==> config.mk <==
export PLATFORM = sky130hd
export DESIGN_NAME = pipe_lane_counter_bank
export DESIGN_NICKNAME = d
export VERILOG_FILES = /design/src/rtl/pipe_lane_counter_bank.sv
export SDC_FILE = /design/constraint.sdc
export NUM_CORES = 1
export LEC_CHECK = 0
export BUFFER_PORTS_ARGS = -buffer_cell sky130_fd_sc_hd__buf_2
export CAP_MARGIN = 10
export CORE_MARGIN = 2
export CORE_UTILIZATION = 45
export DETAILED_ROUTE_END_ITERATION = 6
export PLACE_DENSITY = 0.82
export SYNTH_ARGS = -nofsm -noshare
export SYNTH_HDL_FRONTEND = slang
export SYNTH_SLANG_ARGS = --single-unit
==> constraint.sdc <==
create_clock -name CLK -period 5.16 [get_ports CLK]
set_clock_uncertainty 0.15 [all_clocks]
set_input_delay 0.258 -clock CLK [delete_from_list [all_inputs] [get_ports CLK]]
set_output_delay 0.258 -clock CLK [all_outputs]
set_load 0.01 [all_outputs]
==> src/rtl/pipe_lane_counter_bank.sv <==
// Multi-lane PIPE symbol counter bank with shared step, programmable terminal count and wrap/saturate.
// Optional sticky per-lane overflow flags are enabled by defining PIPE_CNT_STICKY_OVF_EN.
module pipe_lane_counter_bank #(
    parameter int unsigned LANES      = 4,
    parameter int unsigned CNT_WIDTH  = 4,
    parameter int unsigned MAX_CNT    = 2**CNT_WIDTH - 1,
    parameter int unsigned STEP_WIDTH = 3,
    parameter int unsigned SAT_MODE   = 0
) (
    input  logic                       CLK,
    input  logic                       Hard_RST,
    input  logic [LANES-1:0]           i_CNT_rst,
    input  logic [LANES-1:0]           i_CNT_set,
    input  logic [LANES-1:0]           i_CNT_EN,
    input  logic [STEP_WIDTH-1:0]      i_STEP,
    input  logic [CNT_WIDTH-1:0]       i_SET_VAL,
    output logic [LANES*CNT_WIDTH-1:0] o_CNT,
    output logic [LANES-1:0]           o_TC,
    output logic                       o_ALL_EQ,
    output logic [LANES-1:0]           o_OVF
);

    localparam int unsigned SUM_W = CNT_WIDTH + 1;
    localparam logic [SUM_W-1:0]     MAX_S = SUM_W'(MAX_CNT);
    localparam logic [SUM_W-1:0]     MOD_S = SUM_W'(MAX_CNT + 1);
    localparam logic [CNT_WIDTH-1:0] MAX_C = CNT_WIDTH'(MAX_CNT);

    logic [CNT_WIDTH-1:0] cnt_q [LANES];
    logic [CNT_WIDTH-1:0] cnt_d [LANES];
    logic [SUM_W-1:0]     sum   [LANES];
    logic [SUM_W-1:0]     step_ext;
    logic [LANES-1:0]     tc_q, tc_d;
    logic                 all_eq_q, all_eq_d;

    // Sum kept one bit wider than the counter so crossing MAX_CNT is never lost.
    always_comb begin
        step_ext = SUM_W'(i_STEP);
        for (int unsigned k = 0; k < LANES; k++) begin
            sum[k] = {1'b0, cnt_q[k]} + step_ext;
        end
    end

    always_comb begin
        all_eq_d = 1'b1;
        for (int unsigned k = 0; k < LANES; k++) begin
            cnt_d[k] = cnt_q[k];
            tc_d[k]  = 1'b0;
            if (i_CNT_rst[k]) begin
                cnt_d[k] = '0;
            end else if (i_CNT_set[k]) begin
                cnt_d[k] = (i_SET_VAL > MAX_C) ? MAX_C : i_SET_VAL;
            end else if (i_CNT_EN[k]) begin
                if (sum[k] <= MAX_S) begin
                    cnt_d[k] = sum[k][CNT_WIDTH-1:0];
                end else if (SAT_MODE != 0) begin
                    cnt_d[k] = MAX_C;
                end else begin
                    cnt_d[k] = CNT_WIDTH'(sum[k] - MOD_S);
                end
                tc_d[k] = (step_ext != '0) && (sum[k] >= MAX_S);
            end
        end
        // Equality is taken on next-state counts so the flag lines up with o_CNT.
        for (int unsigned k = 1; k < LANES; k++) begin
            if (cnt_d[k] != cnt_d[0]) begin
                all_eq_d = 1'b0;
            end
        end
    end

    always_ff @(posedge CLK) begin
        if (Hard_RST) begin
            for (int unsigned k = 0; k < LANES; k++) begin
                cnt_q[k] <= '0;
            end
            tc_q     <= '0;
            all_eq_q <= 1'b1;
        end else begin
            for (int unsigned k = 0; k < LANES; k++) begin
                cnt_q[k] <= cnt_d[k];
            end
            tc_q     <= tc_d;
            all_eq_q <= all_eq_d;
        end
    end

    always_comb begin
        o_CNT = '0;
        for (int unsigned k = 0; k < LANES; k++) begin
            o_CNT[k*CNT_WIDTH +: CNT_WIDTH] = cnt_q[k];
        end
    end

    assign o_TC     = tc_q;
    assign o_ALL_EQ = all_eq_q;

`ifdef PIPE_CNT_STICKY_OVF_EN
    logic [LANES-1:0] ovf_q, ovf_d;

    always_comb begin
        for (int unsigned k = 0; k < LANES; k++) begin
            ovf_d[k] = ovf_q[k];
            if (i_CNT_rst[k]) begin
                ovf_d[k] = 1'b0;
            end else if (!i_CNT_set[k] && i_CNT_EN[k] && (sum[k] > MAX_S)) begin
                ovf_d[k] = 1'b1;
            end
        end
    end

    always_ff @(posedge CLK) begin
        if (Hard_RST) begin
            ovf_q <= '0;
        end else begin
            ovf_q <= ovf_d;
        end
    end

    assign o_OVF = ovf_q;
`else
    assign o_OVF = '0;
`endif

endmodule

==> results of run 1 <==
-- metrics by stage --
step / worst slack (ns) / util, % / area (um2) / power (mW) / hold slack (ns)
2_1_floorplan: 2.67 / - / 1730 / 0.269 / 0.268
3_3_place_gp: 2.53 / 52.1 / 1910 / 0.299 / 0.388
3_5_place_dp: 2.43 / 52.1 / 1910 / 0.301 / 0.396
4_1_cts: 2.45 / 53.4 / 1950 / 0.411 / 0.155
5_1_grt: 2.23 / 53.4 / 1950 / 0.435 / 0.185
6_report: 2.38 / 53.4 / 1950 / 0.411 / 0.156
-- Yosys cell counts (all sizes together), types with 5 or more instances --
master,instances
nor3,5
a21oi,20
dfxtp,21
o21ai,14
nor2,21
mux2,8
inv,18
ha,12
buf,9
nand2b,5
-- where the power goes --
group | total, mW | internal, mW | switching [mW]
clock | 0.111 | 0.0539 | 0.0575
sequential | 0.176 | 0.169 | 0.00678
combinational | 0.124 | 0.0528 | 0.0713
total | 0.411 | 0.276 | 0.136
-- cell usage in the layout (no fill, tap or decap), types with 5 or more instances in the layout --
cell type  instances
mux2_2             7
a21oi_1           20
nand2b_1           5
buf_2             41
o21ai_0            9
inv_1             18
nor2_1            21
ha_1              12
nor3_1             5
dfxtp_1           21
-- logic make-up (layout without fill, tap and decap cells) --
| kind of cell | Yosys count | count (layout) | share of synthesized area [%] |
|---|---|---|---|
| AOI/OAI and AO/OA | 68 | 68 | 28.6 |
| xor gates and xnor gates | 4 | 4 | 2.04 |
| adders and majority gates | 16 | 16 | 13.4 |
| buffers and inverters | 28 | 63 | 8.96 |
| DFF | 21 | 21 | 24.5 |
| muxes | 9 | 9 | 5.83 |
| other | 1 | 4 | 0.218 |
| and+or+nand+nor | 52 | 52 | 16.5 |
-- layout make-up --
cell class / instances / area (um2) / area share, %
multi-input combinational: 153 / 1150 / 59.1
inverter: 18 / 67.6 / 3.46
clock buffer: 3 / 41.3 / 2.11
timing repair buffer: 41 / 205 / 10.5
tap: 48 / 60.1 / 3.07
sequential: 21 / 420 / 21.5
clock inverter: 1 / 5.00 / 0.256
-- flip-flops by register name, indices dropped and copies added (netlist names) --
signal and cells:
cnt_q 16, o_TC 4, o_ALL_EQ 1
-- critical path, stage by stage (launching register included) --
cell	delay (ns)
dfxtp_1	0.39
ha_1	0.23
inv_1	0.07
fa_1	0.46
a2111oi_0	0.56
a31oi_1	0.14
or4_1	0.44
a21oi_1	0.15
a31o_1	0.15
-- layer usage --
metal	vias up	global-route usage, %	share of wire, %
met3	11	3.24	8.8
met2	86	32.3	46
met4	0	7.55	2.0
met1	756	28.6	43
met5	-	0	0
li1	806	-	-
-- path summary, 6_finish.rpt --
kind / startpoint / to
min reg2reg: cnt_q[2][3] / o_TC[2]
max reg2reg: cnt_q[1][0] / o_ALL_EQ
min: i_CNT_rst[1] / o_TC[1]
max: cnt_q[1][0] / o_ALL_EQ
==> results.yml, run 1 <==
drt:
  first_iter_violations: 150
  avgViaCountPerCell: 5.82
  wl_per_cell_um: 14.9
  ant_nets: 0
  first_pass_iters: 4
  finalWirelength_mm: 4.25
  vias: 1659
  drc: 0
global_routing:
  grt_util_all_layers_pct: 20.7
  overflow: 0
  first_global_vias: 1459
  antenna_found_initial: 0
  grt_pass1_wl_mm: 6.80
  grt_max_degree: 19
logic_synthesis:
  netlist_instances: 199
  synth_edf_count: 0
  async_flop_share_pct: 0
  synth_area_leaders: "dfxtp_1, ha_1, a21oi_1"
  ys_ff_latch: 21
  synth_top_area_share_pct: 24.5
  ys_seq_area_share_pct: 24.5
  synth_cell_types: 44
  synth_flop_cell: "dfxtp_1"
  avgSynthCellArea_um2: 8.63
  synth_top_area_cell: "dfxtp_1"
  syn-cell-area_um2: 1720
  ys_warn_count: 0
floorplanning:
  die_h_um: 65.8
  die_area_um2: 4330
  initial_utilization_pct: 46.9
  core_area_um2: 3660
  rows: 22
  ioPinCount: 46
  dieWidth_um: 65.8
critical_path:
  crit_type: "flip-flop to flip-flop"
  cp_data_arrival_time_ns: 2.84
  ff2ff_path_depth: 8
  path_max_fanout: 3
  required_ns: 5.23
  start_kind: "flip-flop"
  end_kind: "flip-flop"
  regToRegSetupSlack_ns: 2.38
timing:
  fmax_mhz: 360
  relSlewSlack_pct: 63.9
  tightest_slew_ns: 0.527
  hold_viol: 0
  tns_ns: 0
  min_period_over_period_pct: 53.8
  setup_viol: 0
  min_period_ns: 2.78
  drv_slew: 0
  rsz0062_at_grt: "false"
clocking:
  cts_max_level: 1
  clockBufferDepth: 2
  root_buffer: "clkbuf_8"
  hold_buffers: 0
  path_clk_slew_ns: 0.09
  insertion_delay_ns: 0.26
  cts_tree: "done"
  clock_sinks: 21
  cts_buffers: 3
  cts_resized: 0
  postCtsSetupRepairBufs: 0
pwr:
  irDropWorstVdd_mv: 0.0771
  p_leak_nw: 0.850
  powerDensity_nw_per_um2: 210
placed_design:
  dpl.cell_count: 281
  gp_congestion: 0.879
  port_buffers: 41
  hpwlAfterDp_mm: 3.33
final_layout:
  syn_to_final_growth_pct: 13.8
  fillers: 337
  layout.nets: 275
  fin_cells: 285
  drive_gt1_share_pct: 26.6
  n_antenna_cell: 0
run_status:
  status: "completed"
worst_hold_path:
  hold_path.class: "input pin to flip-flop"
  hold_depth: 3
flow_run:
  drv_cap: 0
(Power assumes the default switching activity.)
==> run 2, diff against run 1 <==
ABC_AREA = 1   (was default)
PLACE_DENSITY = 0.85   (was 0.82)
clock period = 2.44 ns   (was 5.16 ns; I/O delays follow)
==> run 2 against run 1 <==
Against the previous run: sequential share of layout area fell by 0.52 points; synthesized area is 0.29% lower; critical endpoint unchanged; worst hold slack got worse by 0.15 ns; register-to-register slack got worse by 2.1 ns; sequential power increased by 110%; via count is 16% higher; largest power group unchanged; clock power is 120% higher; global-route usage is 2.1 points higher; worst setup slack got worse by 2.1 ns; critical path depth increased by 6; flip-flop and latch count is the same; wire length is 6.7% higher.
==> results.yml, run 2 <==
run_status:
  status: "completed"
pwr:
  power_frac_seq_pct: 42.4
  internal_power_mw: 0.570
  switching_power_mw: 0.306
  p_sw_share_pct: 35.0
  p_clk_share_pct: 27.5
  powerDensity_nw_per_um2: 437
  irDropWorstVdd_mv: 0.245
  p_leak_nw: 1.13
  comb_power_share_pct: 30.1
floorplanning:
  rows: 22
  die_h_um: 65.7
  initial_utilization_pct: 46.8
  ioPinCount: 46
  dieWidth_um: 65.7
  core_area_um2: 3660
  die_area_um2: 4320
critical_path:
  path_max_fanout: 3
  crit_type: "flip-flop to flip-flop"
  start_kind: "flip-flop"
  slowest_delay_ns: 0.44
  required_ns: 2.51
  critPathBufInv: 1
  cp_data_arrival_time_ns: 2.20
  cp_common_cell: "nand2_1"
  cpLargestDelayFamily: "simple AND/OR/NAND/NOR gates"
  end_kind: "flip-flop"
  crit_path_cell_trace: "ha_1 -> inv_1 -> fa_1 -> nand2_1 -> o21ai_1 -> a21oi_1 -> nand2_1 -> nand2_1 -> nand2_1 -> nor2_1 -> nand2_1 -> nor2_1 -> nand3_1 -> nand2_1"
  cp_slowest_cell: "fa_1"
logic_synthesis:
  synth_flop_cell: "dfxtp_1"
  netlist_instances: 278
  synth_cell_types: 24
  ys_top_cells_by_count: "nand2_1, inv_1, nand3_1"
  yosysMostFrequentCell: "nand2_1"
  ys_ff_latch: 21
  synth_top_area_cell: "dfxtp_1"
  ys_warn_count: 0
  ys_seq_area_share_pct: 24.5
  syn-cell-area_um2: 1710
  synth_area_leaders: "dfxtp_1, nand2_1, nand3_1"
  synth_edf_count: 0
  synth_top_area_share_pct: 24.5
  async_flop_share_pct: 0
  avgSynthCellArea_um2: 6.16
clocking:
  cts_resized: 0
  clockBufferDepth: 2
  path_clk_slew_ns: 0.08
  root_buffer: "clkbuf_8"
  insertion_delay_ns: 0.26
  postCtsSetupRepairBufs: 0
  hold_buffers: 1
  cts_tree: "done"
  clock_sinks: 21
  cts_max_level: 1
  cts_buffers: 3
timing:
  min_period_over_period_pct: 87.6
  setup_viol: 0
  fmax_mhz: 468
  hold_viol: 0
  tns_ns: 0
  drv_slew: 0
  min_period_ns: 2.14
  rsz0062_at_grt: "false"
placed_design:
  hpwlAfterDp_mm: 3.67
  dpl.cell_count: 364
  placed_area_um2: 1950
  port_buffers: 41
  gp_congestion: 0.947
final_layout:
  regMostFlops: "cnt_q"
  largest_register_ff_count: 16
  n_antenna_cell: 0
  drive_gt1_share_pct: 18.7
  layout_commonest_cell: "nand2_1"
  layout.nets: 359
  finalInstanceArea_um2: 2000
  postLayoutCoreUtil_pct: 54.7
  multi_input_area_um2: 1080
  ff_latch_area_um2: 420
  fin_cells: 369
  fillers: 374
  final_cell_mix: "nand2_1, buf_2, inv_1"
  syn_to_final_growth_pct: 16.9
drt:
  avgViaCountPerCell: 5.24
  first_pass_iters: 5
  vias: 1932
  drc: 0
  ant_nets: 0
  first_iter_violations: 136
  wl_per_cell_um: 12.3
  finalWirelength_mm: 4.53
global_routing:
  grt_pass1_wl_mm: 7.46
  overflow: 0
  grt_max_degree: 19
  first_global_vias: 1681
  grt_util_all_layers_pct: 22.7
  antenna_found_initial: 0
worst_hold_path:
  hold_path.class: "input pin to flip-flop"
flow_run:
  drv_cap: 0
run 2: changes by cell type after synthesis, sizes merged, moves of 5 or more:
cell,delta
mux2,-8
nand3,+32
a21oi,+6
nand2b,-5
nand2,+76
inv,+31
nand4,+5
run 2: final cells by class:
class                   count  share of cell area, %
repair buffers             42                   10.7
inverters                  49                   9.18
well taps                  48                   3.00
multi-input cells         205                   53.8
flip-flops and latches     21                   21.0
clock buffers               4                   2.25
run 2: stage by stage:
stage               setup WS, ns  hold WS [ns]  power (mW)
finish                     0.303       0.00850       0.876
CTS                        0.334       0.00414       0.878
global route               0.111        0.0317       0.937
global placement           0.415         0.285       0.632
detailed placement         0.342         0.283       0.639
floorplan                  0.436         0.113       0.554
run 2: layer usage:
layer | track usage [%] | wire length [um] | up-vias | part of all wire (%)
met1 | 29.4 | 1900 | 875 | 42
met5 | 0 | 0 | - | 0
li1 | - | - | 970 | -
met2 | 37.5 | 2120 | 71 | 47
met3 | 3.60 | 371 | 16 | 8.2
met4 | 9.11 | 135 | 0 | 3.0
run 2: cell families (layout without fill, tap and decap cells):
kind of cell,Yosys count,after routing,share of synthesized area [%]
simple gates,145,145,36.2
other cells,1,4,0.219
flops,21,21,24.5
buf+inv,55,95,13.1
xor+xnor,2,2,1.02
fa+ha+maj,16,16,13.4
compound gates,38,38,11.4
run 2: path summary, 6_finish.rpt:
| check | cells past startpoint | slack (ns) | start | end |
|---|---|---|---|---|
| hold / removal | 3 | 0.009 | i_CNT_EN[1] | o_TC[1] |
| setup / recovery | 14 | 0.30 | cnt_q[0][0] | o_ALL_EQ |
| hold reg to reg | 2 | 0.37 | cnt_q[2][3] | o_TC[2] |
| setup reg to reg | 14 | 0.30 | cnt_q[0][0] | o_ALL_EQ |
run 2: tightest hold or removal path, stage by stage:
cell	delay, ns
buf_2	0.13
nand3_1	0.09
a31oi_1	0.04
run 2: power groups by stage:
stage               Sequential, mW  Clock (mW)  Combinational, mW
floorplan                    0.383           0              0.171
global placement             0.379           0              0.253
detailed placement           0.379           0              0.259
CTS                          0.371       0.245              0.262
global route                 0.373       0.263              0.301
finish                       0.371       0.240              0.264
==> run 3, diff against run 2 <==
CTS_BUF_LIST = sky130_fd_sc_hd__clkbuf_4 sky130_fd_sc_hd__clkbuf_8 sky130_fd_sc_hd__clkbuf_16   (was default)
GPL_ROUTABILITY_DRIVEN = 0   (was default)
==> run 3 against run 2 <==
Against the previous run: critical path depth unchanged; largest power group unchanged; power up 1.0%; flip-flop and latch count unchanged; register-to-register slack better by 0.03 ns; critical path type unchanged; wire length down 0.90%; final cell count unchanged; die area unchanged; combinational power about the same; fmax up 1.4%; first-iteration DRC count up 16%; global-route usage down 0.072 points.
==> results.yml, run 3 (synthesis results as in run 2) <==
critical_path:
  end_kind: "flip-flop"
  crit_path_cell_trace: "ha_1 -> inv_1 -> fa_1 -> nand2_1 -> o21ai_1 -> a21oi_1 -> nand2_1 -> nand2_1 -> nand2_1 -> nor2_1 -> nand2_1 -> nor2_1 -> nand3_1 -> nand2_1"
  crit_type: "flip-flop to flip-flop"
  start_kind: "flip-flop"
  slowest_delay_ns: 0.44
  critPathBufInv: 1
  cp_common_cell: "nand2_1"
  path_max_fanout: 3
  cp_data_arrival_time_ns: 2.17
  cp_num_cells: 14
  cpLargestDelayFamily: "simple AND/OR/NAND/NOR gates"
  cp_slowest_cell: "fa_1"
  required_ns: 2.51
  ff2ff_path_depth: 14
worst_hold_path:
  hold_path.class: "input pin to flip-flop"
  hold_depth: 3
final_layout:
  largest_register_ff_count: 16
  multi_input_area_um2: 1080
  final_cell_mix: "nand2_1, buf_2, inv_1"
  syn_to_final_growth_pct: 17.2
  drive_gt1_share_pct: 19.0
  regMostFlops: "cnt_q"
  ff_latch_area_um2: 420
  layout_commonest_cell: "nand2_1"
  fillers: 372
  postLayoutCoreUtil_pct: 54.8
  layout.nets: 359
  n_antenna_cell: 0
drt:
  wl_per_cell_um: 12.2
  first_iter_violations: 158
  finalWirelength_mm: 4.49
  vias: 1927
  avgViaCountPerCell: 5.22
  drc: 0
  first_pass_iters: 4
  ant_nets: 0
pwr:
  power_frac_seq_pct: 41.9
  switching_power_mw: 0.304
  internal_power_mw: 0.581
  comb_power_share_pct: 29.8
  p_clk_share_pct: 28.2
  p_sw_share_pct: 34.4
  p_leak_nw: 1.13
  powerDensity_nw_per_um2: 441
  irDropWorstVdd_mv: 0.242
clocking:
  cts_tree: "done"
  clock_sinks: 21
  clockBufferDepth: 2
  cts_resized: 0
  postCtsSetupRepairBufs: 0
  insertion_delay_ns: 0.27
  path_clk_slew_ns: 0.08
  cts_max_level: 1
  root_buffer: "clkbuf_8"
  hold_buffers: 1
  cts_buffers: 3
timing:
  min_period_over_period_pct: 86.4
  setup_viol: 0
  hold_viol: 0
  drv_slew: 0
  rsz0062_at_grt: "false"
  tns_ns: 0
  fmax_mhz: 474
  min_period_ns: 2.11
floorplanning:
  core_area_um2: 3660
  die_area_um2: 4320
  die_h_um: 65.7
  initial_utilization_pct: 46.8
  dieWidth_um: 65.7
  rows: 22
  ioPinCount: 46
global_routing:
  grt_util_all_layers_pct: 22.6
  overflow: 0
  first_global_vias: 1689
  antenna_found_initial: 0
  grt_max_degree: 19
  grt_pass1_wl_mm: 7.43
run_status:
  status: "completed"
placed_design:
  hpwlAfterDp_mm: 3.67
  port_buffers: 41
flow_run:
  drv_cap: 0
## run 3: cell counts in the layout (fill, tap and decap cells not counted)
Identical to the previous run, type by type.
## run 3: routing by layer
layer | wire (um) | vias up | global-route usage (%)
li1 | - | 970 | -
met1 | 1910 | 868 | 29.0
met2 | 2070 | 72 | 37.8
met3 | 357 | 17 | 3.60
met4 | 155 | 0 | 9.11
met5 | 0 | - | 0
## run 3: stage by stage
stage / instance area [um2] / cells / worst slack (ns) / power, mW / hold slack, ns
2_1_floorplan: 1720 / 281 / 0.436 / 0.554 / 0.113
3_3_place_gp: 1950 / 364 / 0.415 / 0.632 / 0.285
4_1_cts: 2010 / 369 / 0.334 / 0.890 / 0.00257
5_1_grt: 2010 / 369 / 0.111 / 0.948 / 0.0319
3_5_place_dp: 1950 / 364 / 0.342 / 0.639 / 0.283
6_report: 2010 / 369 / 0.332 / 0.885 / 0.00803
## run 3: layout make-up
| cell class | instances | area share [%] |
|---|---|---|
| Clock buffer | 4 | 2.43 |
| Inverter | 49 | 9.16 |
| Multi-Input combinational cell | 205 | 53.7 |
| Sequential cell | 21 | 20.9 |
| Tap cell | 48 | 2.99 |
| Timing Repair Buffer | 42 | 10.7 |
## run 3: power groups by stage
stage	Sequential (mW)	Clock (mW)	Combinational, mW
after floorplan	0.383	0	0.171
after global placement	0.379	0	0.253
after detailed placement	0.379	0	0.259
after CTS	0.371	0.258	0.262
after global routing	0.373	0.274	0.301
final	0.371	0.250	0.264
## run 3: final timing paths
| check | from | end | slack, ns |
|---|---|---|---|
| hold / removal | i_CNT_EN[1] | o_TC[1] | 0.008 |
| setup reg to reg | cnt_q[0][0] | o_ALL_EQ | 0.33 |
| hold reg to reg | cnt_q[2][3] | o_TC[2] | 0.37 |
| setup / recovery | cnt_q[0][0] | o_ALL_EQ | 0.33 |
## run 3: tightest hold or removal path: stages
cell and delay (ns):
buf_2 0.13, nand3_1 0.09, a31oi_1 0.04
